$ cat config.mk
export PLATFORM = sky130hd
export DESIGN_NAME = mem_copy_engine
export DESIGN_NICKNAME = d
export VERILOG_FILES = /design/src/rtl/mem_copy_engine.sv
export SDC_FILE = /design/constraint.sdc
export NUM_CORES = 1
export LEC_CHECK = 0
export ABC_AREA = 1
export CORE_UTILIZATION = 35
export CTS_CLUSTER_DIAMETER = 60
export DETAILED_ROUTE_END_ITERATION = 7
export GPL_ROUTABILITY_DRIVEN = 0
export RECOVER_POWER = 50
export SETUP_SLACK_MARGIN = 0.4
export SYNTH_ARGS = -nofsm -noshare
export SYNTH_HDL_FRONTEND = slang
export SYNTH_SLANG_ARGS = --single-unit
$ cat constraint.sdc
create_clock -name clk -period 2.91 [get_ports clk]
set_input_delay 0.4365 -clock clk [delete_from_list [all_inputs] [get_ports clk]]
set_output_delay 0.4365 -clock clk [all_outputs]
set_load 0.01 [all_outputs]
$ cat src/rtl/mem_copy_engine.sv
// Byte-wise memory copy engine: read, capture, write per byte against a synchronous-read RAM.
// Optional running checksum of copied bytes, enabled by defining MEM_COPY_CHECKSUM_EN.
module mem_copy_engine #(
  parameter int ADDR_W = 8,
  parameter int DATA_W = 8
) (
  input  logic              clk,
  input  logic              rst,
  input  logic              start,
  input  logic              abort,
  input  logic [ADDR_W-1:0] src_addr,
  input  logic [ADDR_W-1:0] dst_addr,
  input  logic [ADDR_W-1:0] len,
  output logic              busy,
  output logic              done,
  output logic [DATA_W-1:0] checksum,
  output logic              mem_write_en,
  output logic [ADDR_W-1:0] mem_addr,
  output logic [DATA_W-1:0] mem_wdata,
  input  logic [DATA_W-1:0] mem_rdata
);

  typedef enum logic [2:0] {S_IDLE, S_RD, S_CAP, S_WR, S_DONE} state_t;

  state_t            state, state_nxt;
  logic [ADDR_W-1:0] src_q, dst_q, len_q, idx_q;
  logic [ADDR_W-1:0] idx_nxt;
  logic [ADDR_W:0]   idx_inc;
  logic              more;

  assign idx_inc = {1'b0, idx_q} + (ADDR_W+1)'(1);
  assign idx_nxt = idx_inc[ADDR_W-1:0];
  assign more    = idx_inc < {1'b0, len_q};

  always_ff @(posedge clk) begin
    if (rst) state <= S_IDLE;
    else     state <= state_nxt;
  end

  always_comb begin
    state_nxt = state;
    case (state)
      S_IDLE: if (start) state_nxt = (len == '0) ? S_DONE : S_RD;
      S_RD:   state_nxt = abort ? S_IDLE : S_CAP;
      S_CAP:  state_nxt = abort ? S_IDLE : S_WR;
      S_WR:   state_nxt = abort ? S_IDLE : (more ? S_RD : S_DONE);
      S_DONE: state_nxt = S_IDLE;
      default: state_nxt = S_IDLE;
    endcase
  end

  always_comb begin
    busy         = (state != S_IDLE);
    done         = (state == S_DONE);
    mem_write_en = (state == S_WR);
  end

  // mem_addr is preloaded on the edge entering each state so it is valid for that whole state;
  // mem_wdata doubles as the captured data register.
  always_ff @(posedge clk) begin
    if (rst) begin
      src_q     <= '0;
      dst_q     <= '0;
      len_q     <= '0;
      idx_q     <= '0;
      mem_addr  <= '0;
      mem_wdata <= '0;
    end else begin
      case (state)
        S_IDLE: if (start) begin
          src_q    <= src_addr;
          dst_q    <= dst_addr;
          len_q    <= len;
          idx_q    <= '0;
          mem_addr <= src_addr;
        end
        S_CAP: if (!abort) begin
          mem_wdata <= mem_rdata;
          mem_addr  <= dst_q + idx_q;
        end
        S_WR: if (!abort) begin
          idx_q    <= idx_nxt;
          mem_addr <= src_q + idx_nxt;
        end
        default: ;
      endcase
    end
  end

`ifdef MEM_COPY_CHECKSUM_EN
  logic [DATA_W-1:0] sum_q;

  always_ff @(posedge clk) begin
    if (rst)                            sum_q <= '0;
    else if (state == S_IDLE && start)  sum_q <= '0;
    else if (state == S_WR)             sum_q <= sum_q + mem_wdata;
  end

  assign checksum = sum_q;
`else
  assign checksum = '0;
`endif

endmodule

Word-level counts from Yosys, hierarchy flattened
Cells that the tools add are included.
Widths: inputs -> output; s select.

word-level totals
  register bits = 51
  output and inout port bits = 27
  word-level logic and storage cells = 42

cells by class
  add/sub/neg operators = 3
  $lt $le $gt $ge = 1
  eq/ne operators = 7
  mux-type cells = 14
  bitwise operators = 1
  reduce and logical (&&, ||, !) cells = 9

operators by type and width
  cell                 count
  $mux 8               5
  $pmux 8 s3           1
  $add 8x8->8          2
  $pmux 8 s2           1
  $mux 3               4
  $pmux 3 s4           1
  $add 8x1->9 const B  1
  $lt 9x8->1           1
  $logic_not 8->1      1
  $eq 3x2->1 const B   2
  $ne 2x2->1 const B   3
  $reduce_bool 3->1    2
  $mux 2               2
  $reduce_and 2->1     2
  $reduce_and 4->1     1
  $eq 3x1->1 const B   1
  $eq 3x3->1 const B   1
  $logic_not 3->1      1
  $reduce_and 3->1     1
  $reduce_bool 2->1    1
  $not 1->1            1

Depth between registers and ports, before layout
Gate-level depths: netlist (run 1).

  depth after elaboration = 5
  depth in mapped cells = 16

Least setup slack after synthesis (run 1)
No wires, ideal clock.

  kind = flip-flop to flip-flop
  start = register idx_q[1]
  end = register mem_addr[7]
  arrival time = 2084 ps
  data required time = 2840 ps
  slack = 756 ps
  stages on the path, launching flop included = 17
  cell sequence = dfxtp_1 ha_1 nand2_1 nor2_1 inv_1 nor2_1 xor2_1 ha_1 nand2_1 inv_1 nand2_1 nand2_1 a21oi_1 inv_1 nand2_1 nand3_1 a21oi_1

between the ends
  longest elaborated chain between the ends = 4
  elaborated cells between the ends (all ways) = 6

ends and longest elaborated chain
  element                 RTL line  RTL
  start, declared         26        logic [ADDR_W-1:0] src_q, dst_q, len_q, idx_q;
  start signal, assigned  82        idx_q <= idx_nxt;
  $add 8x1->9             31        assign idx_inc = {1'b0, idx_q} + (ADDR_W+1)'(1);
  $add 8x8->8             83        mem_addr <= src_q + idx_nxt;
  $mux 8                  81        S_WR: if (!abort) begin
  $pmux 8 s3 (*)          69        case (state)
  end signal, assigned    75        mem_addr <= src_addr;
  end signal, assigned    79        mem_addr <= dst_q + idx_q;
  end signal, assigned    83
  end, declared           18        output logic [ADDR_W-1:0] mem_addr,

Mark *: on every way between the ends. The rest lies on a longest branch, timed or not. The select of a mux whose other input is x is not followed.
A chain may end at the register's enable or synchronous reset.

Worst setup path after layout (run 1)
  start = input start
  end = register src_q[7]

between the ends
  longest elaborated chain between the ends = 1

ends and longest elaborated chain
  element                     RTL line  RTL
  start, declared             9         input logic start,
  $reduce_and 2->1 (no line)  --
  end signal, assigned        71        src_q <= src_addr;
  end, declared               26

Every way passes these cells.

==> results of run 1 <==
registers in the layout, summed over array words and instances, names as in the netlist:
register   count
dst_q          8
src_q          8
mem_wdata      8
len_q          8
state          3
idx_q          8
mem_addr       8
power by group through the flow:
stage	clock network, mW	registers [mW]	logic (mW)
2_1_floorplan	0	0.788	0.205
3_3_place_gp	0	0.786	0.338
3_5_place_dp	0	0.787	0.342
4_1_cts	0.544	0.771	0.344
5_1_grt	0.576	0.775	0.368
6_report	0.526	0.769	0.332
worst min-delay path: stages (launching register included):
cell and delay, ns:
dfxtp_1 0.32, nand2_1 0.06, a21oi_1 0.05
per-stage QoR:
stage	hold slack, ns	setup WS, ns	power, mW	cells	area [µm²]
6_report	0.4689	0.5305	1.627	614	3864
2_1_floorplan	0.4353	0.7565	0.9926	460	3172
3_3_place_gp	0.4578	0.5950	1.124	605	3750
4_1_cts	0.4690	0.5200	1.659	613	3866
3_5_place_dp	0.4547	0.5385	1.129	605	3750
5_1_grt	0.4811	0.2289	1.719	614	3864
cells in the final DEF (no fill, tap or decap), types with 11 or more instances in the layout:
cell type,count
nand2_1,91
inv_1,53
a21oi_1,53
dfxtp_1,49
nand3_1,40
nor2_1,37
clkdlybuf4s50_1,36
o21ai_0,23
ha_1,22
dlygate4sd3_1,18
nand4_1,11
final cells by class:
class,count,area [µm²],area share [%]
clock buffer,5,68.82,1.781
clock inverter,3,47.55,1.231
inverter,57,214.0,5.538
multi-input combinational,331,1803,46.66
sequential,51,1023,26.49
tap,108,135.1,3.497
timing repair buffer,59,571.8,14.80
worst paths after layout:
| path | to | slack [ns] | cells past startpoint |
|---|---|---|---|
| max | src_q[7] | 0.53 | 6 |
| min | len_q[0] | 0.47 | 2 |
| max reg2reg | mem_wdata[5] | 0.55 | 8 |
| min reg2reg | len_q[0] | 0.47 | 2 |
kinds of logic after synthesis:
| group | Yosys count |
|---|---|
| and+or+nand+nor | 203 |
| buffers and inverters | 78 |
| AOI/OAI and AO/OA | 89 |
| other | 1 |
| adders and majority gates | 24 |
| xor gates and xnor gates | 7 |
| DFF | 51 |
what timing repair did:
| action | 4_1_cts | 5_1_grt |
|---|---|---|
| endpoints found under the setup margin | 0 | 5 |
| gates resized for setup | 0 | 5 |
| setup buffers | 0 | 1 |
routing by layer:
metal	vias up	routed length [µm]
li1	1583	-
met1	1357	4165
met2	104	3892
met3	14	465
met4	0	159
met5	-	0
==> qor.yml, run 1 <==
hpwlAfterDp_mm: 6.630
firstDrtPassIters: 5
avgSynthCellArea_um2: 6.944
synth-edff-count: 0
fin_util_pct: 44.30
grtUsageMet2_pct: 30.99
ys_ff_latch: 51
synth_flop_cell: "dfxtp_1"
io_buffers: 54
worst_pin_slew_ns: 0.7400
row_count: 34
drc: 0
slew_violations: 0
crit_path_max_incr_delay_ns: 0.83
yosysWarnings: 0
grt.met1_usage_pct: 26.58
drt-initial-drc-count: 147
use_met3_pct: 3.902
gr-total-overflow: 0
yosys.area_share.simple_pct: 29.87
cts.path.max_buffers: 2
final-setup-viol-count: 0
ys_top_cells_by_area: "dfxtp_1 32%, nand2_1 11%, ha_1 8.8%"
numCtsBuffers: 5
swShare_pct: 29.50
clock-sinks: 51
wl_per_cell_um: 14.14
syn-cell-area_um2: 3146
clock-root-buffer: "clkbuf_8"
synth_mux_area_share_pct: 0
combPwrFrac_pct: 20.4
holdBufCountCts: 0
fin_skew_ns: 0.006020
syn_inst: 453
drv_cap: 0
synthTopCellsByCount: "91 x nand2_1, 52 x a21oi_1, 51 x dfxtp_1, 51 x inv_1, 40 x nand3_1"
final_antenna_net_count: 0
fillers: 910
drive_above_1_share_pct: 6.719
ios: 63
crit_fanout: 31
finalHoldViolations: 0
via_per_inst: 4.980
power_density_nw_per_um2: 421.0
crit_path_start: "start"
synth_top_cell_by_area: "dfxtp_1"
hold_class: "reg2reg"
dieArea_um2: 9370
fp.dieH_um: 96.80
ys_async_sr_fraction_pct: 0
grt_max_degree: 32
fmax_ghz: 0.4203
clk_latency_ns: 0.31
p_clk_share_pct: 32.3
setup-tns-final_ns: 0
slew_headroom_pct: 50.61
critical-path-slowest-cell: "dlygate4sd3_1"
post-synth-top-count-cell: "nand2_1"
crit_chain: "dlygate4sd3_1, clkbuf_1, nand2_1, clkbuf_2, o21ai_0, a21oi_1"
synth_xor_area_share_pct: 1.949
cts_tree: "done"
finalWirelength_mm: 8.682
die_w_um: 96.80
synth_compound_area_share_pct: 14.72
hold_start: "len_q[0]"
core-area_um2: 8721
area_growth_pct: 22.83
yosysUniqueCellTypes: 34
cp_top_family: "buffers and inverters"
power_switching_uw: 479.9
seq_power_share_pct: 47.3
critPathLaunchType: "primary input"
arrival_ns: 2.57
yosysSeqAreaShare_pct: 32.46
outcome: "finished, final reports clean"
cp_num_buf_inv: 3
grt_antenna_before_repair: 0
nets: 565
busiest_layer: "met2"
groute.usage.overall_pct: 19.39
antenna_cells: 0
endpoint_kind: "register"
grt_first_pass_wirelength_mm: 14.83
rsz0062_at_grt: "false"
period_needed_ns: 2.380
grt_pass1_vias: 2993
netlist.area_leader.share_pct: 32.46
peakVddDrop_v: 0.0002294
synthAdderAreaFrac_pct: 10.02
reg2reg_from: "state[2]"
initial_core_util_pct: 36.07
vias: 3058
critPathKind: "in2reg"
internal_power_mw: 1.147
leakage_nw: 1.788
period_share_pct: 81.77
synth_top_family_by_area: "simple AND/OR/NAND/NOR gates"
cts.clk_slew.worst_paths_ns: 0.10
h-tree-depth: 2
cp.required_ns: 3.10
Power figures use the tool's default switching activity.
==> inputs of run 2 (changes only) <==
==> constraint.sdc (replaced) <==
create_clock -name clk -period 2.4 [get_ports clk]
set_input_delay 0.36 -clock clk [delete_from_list [all_inputs] [get_ports clk]]
set_output_delay 0.36 -clock clk [all_outputs]
set_load 0.01 [all_outputs]
==> run 2 against run 1 <==
Net effect: cell count is 2.1% higher; clock-buffer cell count is 1 higher; global-route usage is 0.57 points higher; die area stayed put; worst hold slack worse by 0.0018 ns; core utilization is 2.9 points higher; first-iteration DRC count is 33% higher; critical path depth is 6 higher; via count is 3.7% higher.
==> qor.yml, run 2 (same netlist as run 1, synthesis figures left out) <==
grt_max_degree: 31
critical-path-slowest-cell: "dfxtp_4"
rrSetupSlack_ns: 0.21
clock-sinks: 51
groute.usage.overall_pct: 19.96
leakage_nw: 1.875
setup-tns-final_ns: 0
vias: 3171
crit_chain: "ha_4, nand2_4, nor2_4, inv_2, nor2_4, xor2_4, ha_1, a21oi_2, o211ai_1, inv_1, nand4_1, a21oi_1"
power_density_nw_per_um2: 479.4
finalWirelength_mm: 9.120
fp.dieH_um: 96.80
fin_util_pct: 47.16
outcome: "finished, final reports clean"
row_count: 34
holdPathStages: 2
hold_class: "reg2reg"
clk_latency_ns: 0.31
place_inst: 608
worst_path_most_repeated_cell: "nor2_4"
hpwlAfterDp_mm: 6.734
grt_first_pass_wirelength_mm: 15.03
drc: 0
timing.hold.ws_ns: 0.4670
rsz0062_at_grt: "true"
endpoint_kind: "register"
slew_violations: 0
worst_pin_slew_ns: 0.7201
cts.path.max_buffers: 2
period_share_pct: 91.38
drv_cap: 0
area_growth_pct: 30.75
arrival_ns: 2.44
multi_input_area_um2: 1943
finalHoldViolations: 0
crit_path_max_incr_delay_ns: 0.39
rr_endpoint: "state[0]"
fillers: 873
holdBufCountCts: 0
final_cell_mix: "89 x nand2_1, 49 x inv_1, 47 x a21oi_1"
antenna_cells: 0
dieArea_um2: 9370
grt_antenna_before_repair: 0
ios: 63
final_common_cell: "nand2_1"
io_buffers: 54
die_w_um: 96.80
critPathKind: "reg2reg"
peakVddDrop_v: 0.0002667
firstDrtPassIters: 4
cts_tree: "done"
critPathLaunchType: "register"
worst_r2r_path_depth: 12
final_cells: 627
fmax_ghz: 0.4560
h-tree-depth: 2
nets: 578
cp.required_ns: 2.65
clock-root-buffer: "clkbuf_8"
wl_per_cell_um: 14.55
drt-initial-drc-count: 196
slew_headroom_pct: 51.82
numCtsBuffers: 5
drive_above_1_share_pct: 13.49
initial_core_util_pct: 36.07
gr-total-overflow: 0
min_to: "len_q[2]"
final-setup-viol-count: 0
hold_start: "len_q[2]"
period_needed_ns: 2.193
grt_pass1_vias: 3089
cts.clk_slew.worst_paths_ns: 0.10
core-area_um2: 8721
final_antenna_net_count: 0
fin_skew_ns: 0.007564
reg2reg_from: "idx_q[0]"
register_area_um2: 1037
crit_fanout: 4
via_per_inst: 5.057
==> run 2: changes by cell type in the layout (fill, tap and decap cells not counted), sizes merged <==
cell	change
clkdlybuf4s50	+2
clkinvlp	+1
dlygate4sd3	-2
inv	-2
buf	+14
==> run 2: per-layer routing <==
metal	vias to the layer above	track usage (%)	routed length [µm]
met3	19	4.118	538
met4	0	6.889	246
li1	1601	-	-
met2	110	33.10	4221
met5	-	0	0
met1	1441	25.64	4114
==> run 2: worst max-delay path, delay by kind of cell, from the launching register on <==
family / cells / cell delay (ns)
flip-flops: 1 / 0.39
AO/OA/AOI/OAI: 3 / 0.43
buffers and inverters: 2 / 0.15
adder cells (fa/ha/maj): 2 / 0.46
XOR/XNOR: 1 / 0.21
AND/OR/NAND/NOR: 4 / 0.49
==> run 2: what timing repair did <==
item / in CTS / in global routing
gates resized for setup: 12 / 18
endpoints found under the hold margin: 0 / 0
pin swaps: 12 / 11
endpoints found under the setup margin: 8 / 8
gates cloned: 0 / 0
setup buffers: 8 / 3
==> run 2: where the power goes <==
part	leakage, nW	internal (mW)	switching (mW)
sequential	0.422	0.897	0.0326
clock	0.0514	0.312	0.308
combinational	1.40	0.183	0.239
total	1.88	1.39	0.579
==> run 2: worst max-delay path by stage <==
stage	from	to	slack [ns]	cells after the start
final	idx_q[0]	state[0]	0.21	12
after detailed placement	idx_q[1]	mem_addr[7]	0.22	16
after global placement	idx_q[2]	mem_addr[6]	0.25	12
after floorplan	idx_q[1]	mem_addr[7]	0.39	16
after global routing	idx_q[0]	state[0]	0.09	12
after CTS	idx_q[0]	mem_addr[7]	0.30	16
==> run 2: layout make-up <==
cell class                      instances  area share, %
Clock buffer                            6          1.765
Clock inverter                          2         0.9127
Inverter                               57          5.202
Multi-Input combinational cell        331          47.25
Sequential cell                        51          25.22
Tap cell                              108          3.286
Timing Repair Buffer                   72          16.37
==> run 2: stage by stage <==
step | cell area (µm²) | power [mW] | worst slack (ns)
after floorplan | 3206 | 1.201 | 0.3906
after global placement | 3806 | 1.367 | 0.2456
after detailed placement | 3806 | 1.370 | 0.2238
after CTS | 4043 | 1.989 | 0.2975
after global routing | 4113 | 2.074 | 0.09258
final | 4113 | 1.972 | 0.2068
==> inputs of run 3 (changes only) <==
--- a/config.mk
+++ b/config.mk
@@ -8,7 +8,9 @@
 export ABC_AREA = 1
 export CORE_UTILIZATION = 35
 export CTS_CLUSTER_DIAMETER = 60
+export CTS_CLUSTER_SIZE = 12
 export DETAILED_ROUTE_END_ITERATION = 7
+export DONT_BUFFER_PORTS = 1
 export GPL_ROUTABILITY_DRIVEN = 0
 export RECOVER_POWER = 50
 export SETUP_SLACK_MARGIN = 0.4
==> run 3 against run 2 <==
Net effect: non-clock buffer count is 60 lower; largest cell class unchanged; combinational power is 32% lower; worst hold slack got worse by 0.36 ns.
==> qor.yml, run 3 (same netlist as run 1, synthesis figures left out) <==
ios: 63
period_needed_ns: 2.129
die_w_um: 96.80
grt_max_degree: 30
critPathLaunchType: "register"
internal_power_mw: 1.205
cts.path.max_buffers: 2
reg2reg_from: "idx_q[0]"
dieArea_um2: 9370
hold_class: "in2reg"
finalHoldViolations: 0
seq_power_share_pct: 54.6
rsz0062_at_grt: "true"
crit_fanout: 4
cts_tree: "done"
period_share_pct: 88.72
final_antenna_net_count: 0
nets: 518
numCtsBuffers: 5
setup-tns-final_ns: 0
grt_antenna_before_repair: 0
place_worst_setup_slack_ns: 0.04015
h-tree-depth: 2
final_common_cell: "nand2_1"
initial_core_util_pct: 36.07
grt_first_pass_wirelength_mm: 13.95
crit_path_max_incr_delay_ns: 0.38
critical-path-slowest-cell: "dfxtp_4"
leakage_nw: 1.574
power_density_nw_per_um2: 495.8
fin_skew_ns: 0.008391
setup_ws_ns: 0.2707
slew_headroom_pct: 46.97
hpwlAfterDp_mm: 6.361
drv_cap: 0
area_growth_pct: 10.78
endpoint_kind: "register"
slew_violations: 0
groute.usage.overall_pct: 18.49
peakVddDrop_v: 0.0004018
cp.required_ns: 2.63
clk_latency_ns: 0.30
rrSetupSlack_ns: 0.27
worst_pin_slew_ns: 0.7925
via_per_inst: 5.108
outcome: "finished, final reports clean"
gr-total-overflow: 0
drt-initial-drc-count: 164
critPathKind: "reg2reg"
io_buffers: 0
drc: 0
final_cell_mix: "91 x nand2_1, 52 x inv_1, 48 x a21oi_1"
p_clk_share_pct: 28.7
combPwrFrac_pct: 16.7
cts.clk_slew.worst_paths_ns: 0.10
row_count: 34
antenna_cells: 0
drive_above_1_share_pct: 12.20
crit_chain: "ha_4, nand2_4, nor2_4, inv_2, nor2_4, xor2_4, buf_4, ha_4, a21oi_2, o211ai_1, inv_1, nand4_1, a21oi_1"
holdBufCountCts: 0
clock-root-buffer: "clkbuf_8"
grt_pass1_vias: 2852
fp.dieH_um: 96.80
fmax_ghz: 0.4696
wl_per_cell_um: 14.75
arrival_ns: 2.36
clock-sinks: 51
firstDrtPassIters: 4
hold_start: "rst"
finalWirelength_mm: 8.361
swShare_pct: 30.26
vias: 2896
final-setup-viol-count: 0
core-area_um2: 8721
power_switching_uw: 522.8
crit_path_start: "idx_q[0]"
[run 3: power groups by stage]
stage	Combinational [mW]	Clock (mW)	Sequential, mW
2_1_floorplan	0.248	0	0.953
3_3_place_gp	0.278	0	0.965
3_5_place_dp	0.283	0	0.964
4_1_cts	0.290	0.511	0.945
5_1_grt	0.332	0.558	0.951
6_report	0.289	0.495	0.943
[run 3: through the flow]
| step | hold slack, ns | instances | util (%) | area [µm²] | total power [mW] |
|---|---|---|---|---|---|
| final | 0.1108 | 567 | 39.96 | 3485 | 1.728 |
| after global routing | 0.08979 | 567 | 39.96 | 3485 | 1.841 |
| after CTS | 0.1011 | 565 | 39.70 | 3462 | 1.746 |
| after detailed placement | 0.4326 | 551 | 37.19 | 3243 | 1.247 |
| after global placement | 0.4263 | 551 | 37.19 | 3243 | 1.243 |
| after floorplan | 0.4353 | 460 | - | 3206 | 1.201 |
[run 3: path summary, 6_finish.rpt]
kind | cells after the start | to
min | 1 | src_q[2]
min reg2reg | 2 | len_q[7]
max reg2reg | 13 | state[0]
max | 13 | state[0]
[run 3: area by class of cell]
cell class                 instances  area [µm²]
fill                             907        5236
multi-input combinational        331        1931
sequential                        51        1033
inverter                          57       214.0
tap                              108       135.1
timing repair buffer              12       86.33
clock buffer                       6       72.57
clock inverter                     2       12.51
[run 3: what timing repair did]
item	CTS	global route
endpoints found under the setup margin	7	7
pin swaps	7	2
gates resized for setup	17	5
setup buffers	6	2
[run 3: per-layer routing]
metal  up-vias  wire length, µm  track usage (%)  share of wire [%]
li1       1477                -                -                  -
met1      1304             3689            23.22                 44
met2       100             3950            31.31                 47
met3        15              513            4.046                6.1
met4         0              209            5.970                2.5
met5         -                0                0                  0
[run 3: critical path, delay by kind of cell, from the launching register on]
kind            cells  cell delay, ns
compound gates      3            0.39
xor+xnor            1            0.20
simple gates        4            0.44
buf+inv             3            0.30
fa+ha+maj           2            0.35
flops               1            0.38
